==> src/rtl/uart_tx_mmio.sv <==
// uart_tx_mmio
// Memory-mapped UART transmitter for the single-cycle core's data bus.
// A store to TXDATA queues a byte in a one-entry holding register. The
// serializer then shifts the byte out on tx as 8N1, LSB first. Loads are
// answered combinationally, so a load completes in the core's single cycle.
//
// Register window (word offsets from BASE_ADDR, HADDR[1:0] ignored):
//   0x0 TXDATA  : write HWDATA[7:0] into the holding register; reads 0
//   0x4 STATUS  : {29'b0, overrun, hold_full, tx_busy}; write 1 to bit2 clears overrun
//   0x8 BAUDDIV : 16-bit divisor, bit period = BAUDDIV+1 clocks
//   0xC         : unmapped, writes ignored, reads 0
//
// Optional feature: define UART_PARITY_EN to insert an even-parity bit
// after the data bits, which gives an 11-bit frame.
//
// Parameters:
//   BASE_ADDR  byte address of the register window
//   DIV_RESET  reset value of BAUDDIV
// Ports:
//   clk       system clock, all state on the rising edge
//   rst       asynchronous active-low reset
//   HADDR     data address from the core
//   HWDATA    store data
//   MemWrite  store strobe
//   HRDATA    combinational read data, 0 outside the window
//   tx        serial output, idle high
//   tx_busy   high while a frame is being shifted
module uart_tx_mmio #(
   parameter logic [31:0] BASE_ADDR = 32'h1001_0000,
   parameter logic [15:0] DIV_RESET = 16'd433
) (
   input  logic        clk,
   input  logic        rst,
   input  logic [31:0] HADDR,
   input  logic [31:0] HWDATA,
   input  logic        MemWrite,
   output logic [31:0] HRDATA,
   output logic        tx,
   output logic        tx_busy
);

   typedef enum logic [2:0] {
      S_IDLE   = 3'd0,
      S_START  = 3'd1,
      S_DATA   = 3'd2,
`ifdef UART_PARITY_EN
      S_PARITY = 3'd4,
`endif
      S_STOP   = 3'd3
   } state_t;

   state_t      state;
   state_t      state_nx;

   logic        hold_full;
   logic [7:0]  hold_data;
   logic        overrun;
   logic [15:0] baud_div;
   logic [15:0] div_lat;
   logic [15:0] baud_cnt;
   logic [2:0]  bit_idx;
   logic [7:0]  shift_reg;

   logic        win_hit;
   logic [1:0]  reg_off;
   logic        wr_txdata;
   logic        wr_status;
   logic        wr_baud;
   logic        bit_end;
   logic        load_shift;
   logic        tx_accept;
   logic        unused_bits;

   // Address decode: the window spans 16 bytes, and offset 0xC decodes but
   // is unmapped.
   assign win_hit   = (HADDR[31:4] == BASE_ADDR[31:4]);
   assign reg_off   = HADDR[3:2];
   assign wr_txdata = MemWrite & win_hit & (reg_off == 2'd0);
   assign wr_status = MemWrite & win_hit & (reg_off == 2'd1);
   assign wr_baud   = MemWrite & win_hit & (reg_off == 2'd2);

   assign unused_bits = ^{HADDR[1:0], HWDATA[31:16]};

   assign bit_end = (baud_cnt == 16'd0);

   // The holding register is handed to the shifter when the line is idle.
   // It is also handed over in the last cycle of a stop bit, so that
   // back-to-back frames have no gap between them.
   assign load_shift = hold_full &
                       ((state == S_IDLE) | ((state == S_STOP) & bit_end));

   // A store is accepted if the slot is empty or is being emptied on this edge.
   assign tx_accept = ~hold_full | load_shift;

   // State register
   always_ff @(posedge clk or negedge rst) begin
      if (!rst) begin
         state <= S_IDLE;
      end else begin
         state <= state_nx;
      end
   end

   // Next-state logic
   always_comb begin
      state_nx = state;
      case (state)
         S_IDLE: begin
            if (hold_full) state_nx = S_START;
         end
         S_START: begin
            if (bit_end) state_nx = S_DATA;
         end
         S_DATA: begin
            if (bit_end && (bit_idx == 3'd7)) begin
`ifdef UART_PARITY_EN
               state_nx = S_PARITY;
`else
               state_nx = S_STOP;
`endif
            end
         end
`ifdef UART_PARITY_EN
         S_PARITY: begin
            if (bit_end) state_nx = S_STOP;
         end
`endif
         S_STOP: begin
            if (bit_end) state_nx = hold_full ? S_START : S_IDLE;
         end
         default: state_nx = S_IDLE;
      endcase
   end

   // Output logic. The shifter rotates, so after eight data bits it holds
   // the original byte again, and the parity bit can be taken from it.
   always_comb begin
      tx      = 1'b1;
      tx_busy = (state != S_IDLE);
      case (state)
         S_START:  tx = 1'b0;
         S_DATA:   tx = shift_reg[0];
`ifdef UART_PARITY_EN
         S_PARITY: tx = ^shift_reg;
`endif
         default:  tx = 1'b1;
      endcase
   end

   // Control state: holding flag, overrun, divisor, bit timing
   always_ff @(posedge clk or negedge rst) begin
      if (!rst) begin
         hold_full <= 1'b0;
         overrun   <= 1'b0;
         baud_div  <= DIV_RESET;
         div_lat   <= DIV_RESET;
         baud_cnt  <= 16'd0;
         bit_idx   <= 3'd0;
      end else begin
         if (wr_txdata && tx_accept) begin
            hold_full <= 1'b1;
         end else if (load_shift) begin
            hold_full <= 1'b0;
         end

         if (wr_txdata && !tx_accept) begin
            overrun <= 1'b1;
         end else if (wr_status && HWDATA[2]) begin
            overrun <= 1'b0;
         end

         if (wr_baud) baud_div <= HWDATA[15:0];

         // The divisor is sampled once per frame. A BAUDDIV write in the
         // middle of a frame therefore only affects the next frame.
         if (load_shift) begin
            baud_cnt <= baud_div;
            div_lat  <= baud_div;
            bit_idx  <= 3'd0;
         end else if (state != S_IDLE) begin
            if (bit_end) begin
               baud_cnt <= div_lat;
               if (state == S_DATA) bit_idx <= bit_idx + 3'd1;
            end else begin
               baud_cnt <= baud_cnt - 16'd1;
            end
         end
      end
   end

   // Data registers: no reset needed, their contents are qualified by control
   always_ff @(posedge clk) begin
      if (wr_txdata && tx_accept) hold_data <= HWDATA[7:0];
      if (load_shift) begin
         shift_reg <= hold_data;
      end else if ((state == S_DATA) && bit_end) begin
         shift_reg <= {shift_reg[0], shift_reg[7:1]};
      end
   end

   // Read mux
   always_comb begin
      HRDATA = 32'd0;
      if (win_hit) begin
         case (reg_off)
            2'd1:    HRDATA = {29'd0, overrun, hold_full, tx_busy};
            2'd2:    HRDATA = {16'd0, baud_div};
            default: HRDATA = 32'd0;
         endcase
      end
   end

endmodule

==> config.mk <==
export PLATFORM = sky130hd
export DESIGN_NAME = uart_tx_mmio
export DESIGN_NICKNAME = d
export VERILOG_FILES = /design/src/rtl/uart_tx_mmio.sv
export SDC_FILE = /design/constraint.sdc
export NUM_CORES = 1
export LEC_CHECK = 0
export CAP_MARGIN = 20
export CORE_ASPECT_RATIO = 0.75
export CORE_MARGIN = 3
export CORE_UTILIZATION = 30
export DETAILED_ROUTE_END_ITERATION = 8
export PLACE_DENSITY = 0.65
export RECOVER_POWER = 50
export SLEW_MARGIN = 20
export SYNTH_ARGS = -nofsm -noshare
export SYNTH_HDL_FRONTEND = slang
export SYNTH_SLANG_ARGS = --single-unit
==> constraint.sdc <==
create_clock -name clk -period 2.52 [get_ports clk]
set_input_delay 0.504 -clock clk [delete_from_list [all_inputs] [get_ports clk]]
set_output_delay 0.504 -clock clk [all_outputs]
set_load 0.02 [all_outputs]
==> summary.md <==
| Metric | Value |
|---|---|
| Number of synthesized flops with an enable pin | `16` |
| Vias in the first global route | `3,385` |
| Class of the worst hold path | `input port to asynchronous set/reset pin` |
| WP data required | `just over 2 ns` |
| Registers with the most flip-flops | `baud_cnt x16, baud_div x16, div_lat x16` |
| Worst Setup Slack, final | `0.0533 ns` |
| Initial antenna violation count | `0` |
| Pre-CTS WS | `-0.531 ns` |
| Clock Skew | `0.00521 ns` |
| Vias per Instance | `5.02` |
| Port buffer count | `66` |
| H-Tree Depth | `3` |
| Post-synthesis sequential area ratio | `46.9%` |
| Number of diodes | `0` |
| First DRT Iteration DRCs | `between 200 and 300` |
| ANT nets after route | `0` |
| Syn. warnings | `0` |
| GP Congestion | `~0.9` |
| Synth cell types | `54` |
| Final Hold Fails | `0` |
| I/O pin cnt | `approximately 100` |
| Post-route cell area | `0.00536 mm^2` |
| Peak VDD IR | `0.399 mV` |
| Top_reg_cell synth | `dfrtp_1` |
| Multi-input logic area | `0.00199 mm^2` |
| Die area | `0.0147 mm^2` |
| Die Ht | `106 um` |
| Routed len/inst | `16.4 um` |
| Drt pass-1 iters | `4` |
| Hpwl dp | `approximately 7800 um` |
| Area growth from synthesis to layout | `34.4%` |
| Worst slew margin | `between 10% and 20%` |
| Gr usage total | `roughly 15%` |
| CTS clk-pin slew, worst paths | `0.05 ns` |
| TritonCTS clock tree | `yes` |
| Pwr dens | `611 mW/mm^2` |
| Clock Path Buffers | `2` |
| Row count | `35` |
| Critical path fanouts, max | `8` |
| # setup viols final | `0` |
| Final wirelength | `10,900 um` |
| FMAX | `0.405 GHz` |
| Measured slew at the worst slew-check pin | `roughly 1.3 ns` |
| Mapped Area | `0.00399 mm^2` |
| GRT overflow | `0` |
| Fillers | `1,216` |
| #FFs+latches synth | `71` |
| Crit. End Element | `output pin` |
| Layout cells sized above 1 | `23.0%` |
| Post-Syn Area per Cell | `9.82 um^2` |
| Nets | `573` |
| Outcome | `complete, no violations` |
| Largest net degree at the start of global routing | `25` |
| Clock root cell | `clkbuf_16` |
| Total core area | `0.0126 mm^2` |
| Global-route wire length before repair | `17,500 um` |
| Vias after detailed routing | `3,341` |
| Post-placement cell area | `around 0.005 mm^2` |
| Starting density of the core | `31.6%` |
| Min Clock Period, post-route | `~2.5 ns` |
| Mapped Cells | `406` |
| Leak | `2.57 nW` |
| Clock buffer count from CTS | `9` |
| Slew Limit Fails | `0` |
| Fin crit share | `97.9%` |
| Critical Path Start Type | `input port` |
| CTS Hold Bufs | `0` |
| Max-cap violations | `0` |
| Ys async rst share | `about 77%` |
| Crit Path Class | `input port to output pin` |
| Reg area | `0.00187 mm^2` |
| Worst Path Arrival | `1.96 ns` |
| Worst hold slack | `0.460 ns` |
| CTS Sinks | `71` |
| Die X | `139 um` |
| Worst-Skew Late Latency | `0.33 ns` |
| DRC errors left | `0` |
[metal layers]
metal | share of wire, % | GRT usage [%] | vias up
li1 | - | - | 1588
met1 | 47 | 21.9 | 1616
met2 | 43 | 21.6 | 127
met3 | 8.4 | 3.49 | 10
met4 | 0.94 | 3.91 | 0
met5 | 0 | 0 | -
[cell families (layout without fill, tap and decap cells)]
group,after synthesis,after routing,share of synthesized area (%)
AO/OA/AOI/OAI,67,67,11.0
buffers and inverters,50,129,7.28
adder cells (fa/ha/maj),11,11,3.45
multiplexers,33,33,8.91
other,1,16,0.0940
XOR/XNOR,10,10,2.20
AND/OR/NAND/NOR,163,163,20.2
flip-flops,71,71,46.9
[cell usage in the layout, fill, tap and decap left out, types with 3 or more instances in the layout]
cell type         n
buf_2             6
conb_1           16
buf_6            10
nand3_1          12
nor4_2            4
a31oi_1           4
clkbuf_16         9
clkbuf_1          8
and2_1            3
nand4b_1          3
and3_4            7
ha_1             11
o21ai_0          18
nor4_1            3
a21oi_1          15
inv_1            11
o211ai_1          4
edfxtp_1         16
buf_4            30
mux2_2           20
and3_1            7
nand2_1          84
dlymetal6s2s_1   20
nor2_2            3
dlygate4sd3_1     8
mux2i_1          13
dfrtp_1          45
clkdlybuf4s50_1  20
xnor2_1           6
xor2_1            4
a22oi_1           9
dfstp_2          10
nor3_1            4
nor2_1           15
[final timing paths]
kind	slack (ns)	to	startpoint	cells past startpoint
max in group asynchronous	0.61	div_lat[1]	rst	2
hold reg to reg	0.46	div_lat[8]	div_lat[8]	2
hold / removal	0.46	state[1]	rst	1
min in group clk	0.46	div_lat[8]	div_lat[8]	2
setup reg to reg	0.19	shift_reg[3]	baud_cnt[2]	6
setup / recovery	0.05	HRDATA[9]	HADDR[23]	7
[power breakdown]
part | internal, mW | switching (mW) | total (mW)
clock network | 0.860 | 0.462 | 1.32
logic | 0.324 | 0.403 | 0.727
registers | 1.20 | 0.0278 | 1.23
total | 2.38 | 0.893 | 3.28
[worst max-delay path, cell delays in order]
cell,delay [ns]
clkdlybuf4s50_1,0.41
nor4_2,0.27
nand3_2,0.13
nor2_4,0.16
buf_6,0.17
and3_4,0.20
buf_6,0.11
[synth_stat cells, types with 2 or more instances]
cell / n / area [um^2]
mux2i_1: 13 / 130
nor2_1: 18 / 67.6
and3_1: 14 / 87.6
o2bb2ai_1: 2 / 17.5
a21o_1: 2 / 15.0
xnor2_1: 6 / 52.6
dfrtp_1: 45 / 1130
and2_1: 3 / 18.8
nor3_1: 4 / 20.0
nand4_1: 2 / 12.5
o211ai_1: 4 / 30.0
o31a_1: 2 / 17.5
nand2b_1: 2 / 12.5
nand2_1: 85 / 319
a21oi_1: 15 / 75.1
a2bb2oi_1: 2 / 17.5
ha_1: 11 / 138
a31oi_1: 4 / 25.0
buf_4: 20 / 150
nor4_4: 2 / 42.5
nor4b_1: 2 / 17.5
nand4b_1: 3 / 26.3
buf_6: 3 / 33.8
xor2_1: 4 / 35.0
a22oi_1: 9 / 67.6
mux2_2: 20 / 225
nor4_1: 6 / 37.5
buf_2: 4 / 20.0
clkbuf_1: 11 / 41.3
dfstp_2: 10 / 263
inv_1: 11 / 41.3
o21ai_0: 18 / 90.1
edfxtp_1: 16 / 480
nand3_1: 13 / 65.1
[layout make-up]
class	count	share of cell area (%)
clock buffer	11	4.34
clock inverter	5	1.38
inverter	11	0.770
multi-input combinational	300	37.0
sequential	71	34.9
tap	166	3.87
timing repair buffer	102	17.7
[repair_timing]
action	4_1_cts	5_1_grt
hold endpoints to repair	0	0
cloned	0	1
setup endpoints to repair	17	16
pin swaps	1	12
resized for setup	71	58
setup buffers	0	0
[metrics by stage]
stage / utilization [%] / TNS (ns) / total power [mW] / cells
finish: 42.5 / 0 / 3.28 / 666
CTS: 41.1 / 0 / 3.31 / 665
global placement: 39.1 / -8.50 / 1.97 / 649
detailed placement: 39.1 / -10.52 / 1.98 / 649
global route: 42.5 / -0.411 / 3.42 / 666
floorplan: - / 0 / 1.71 / 421
Power figures use the tool's default switching activity.
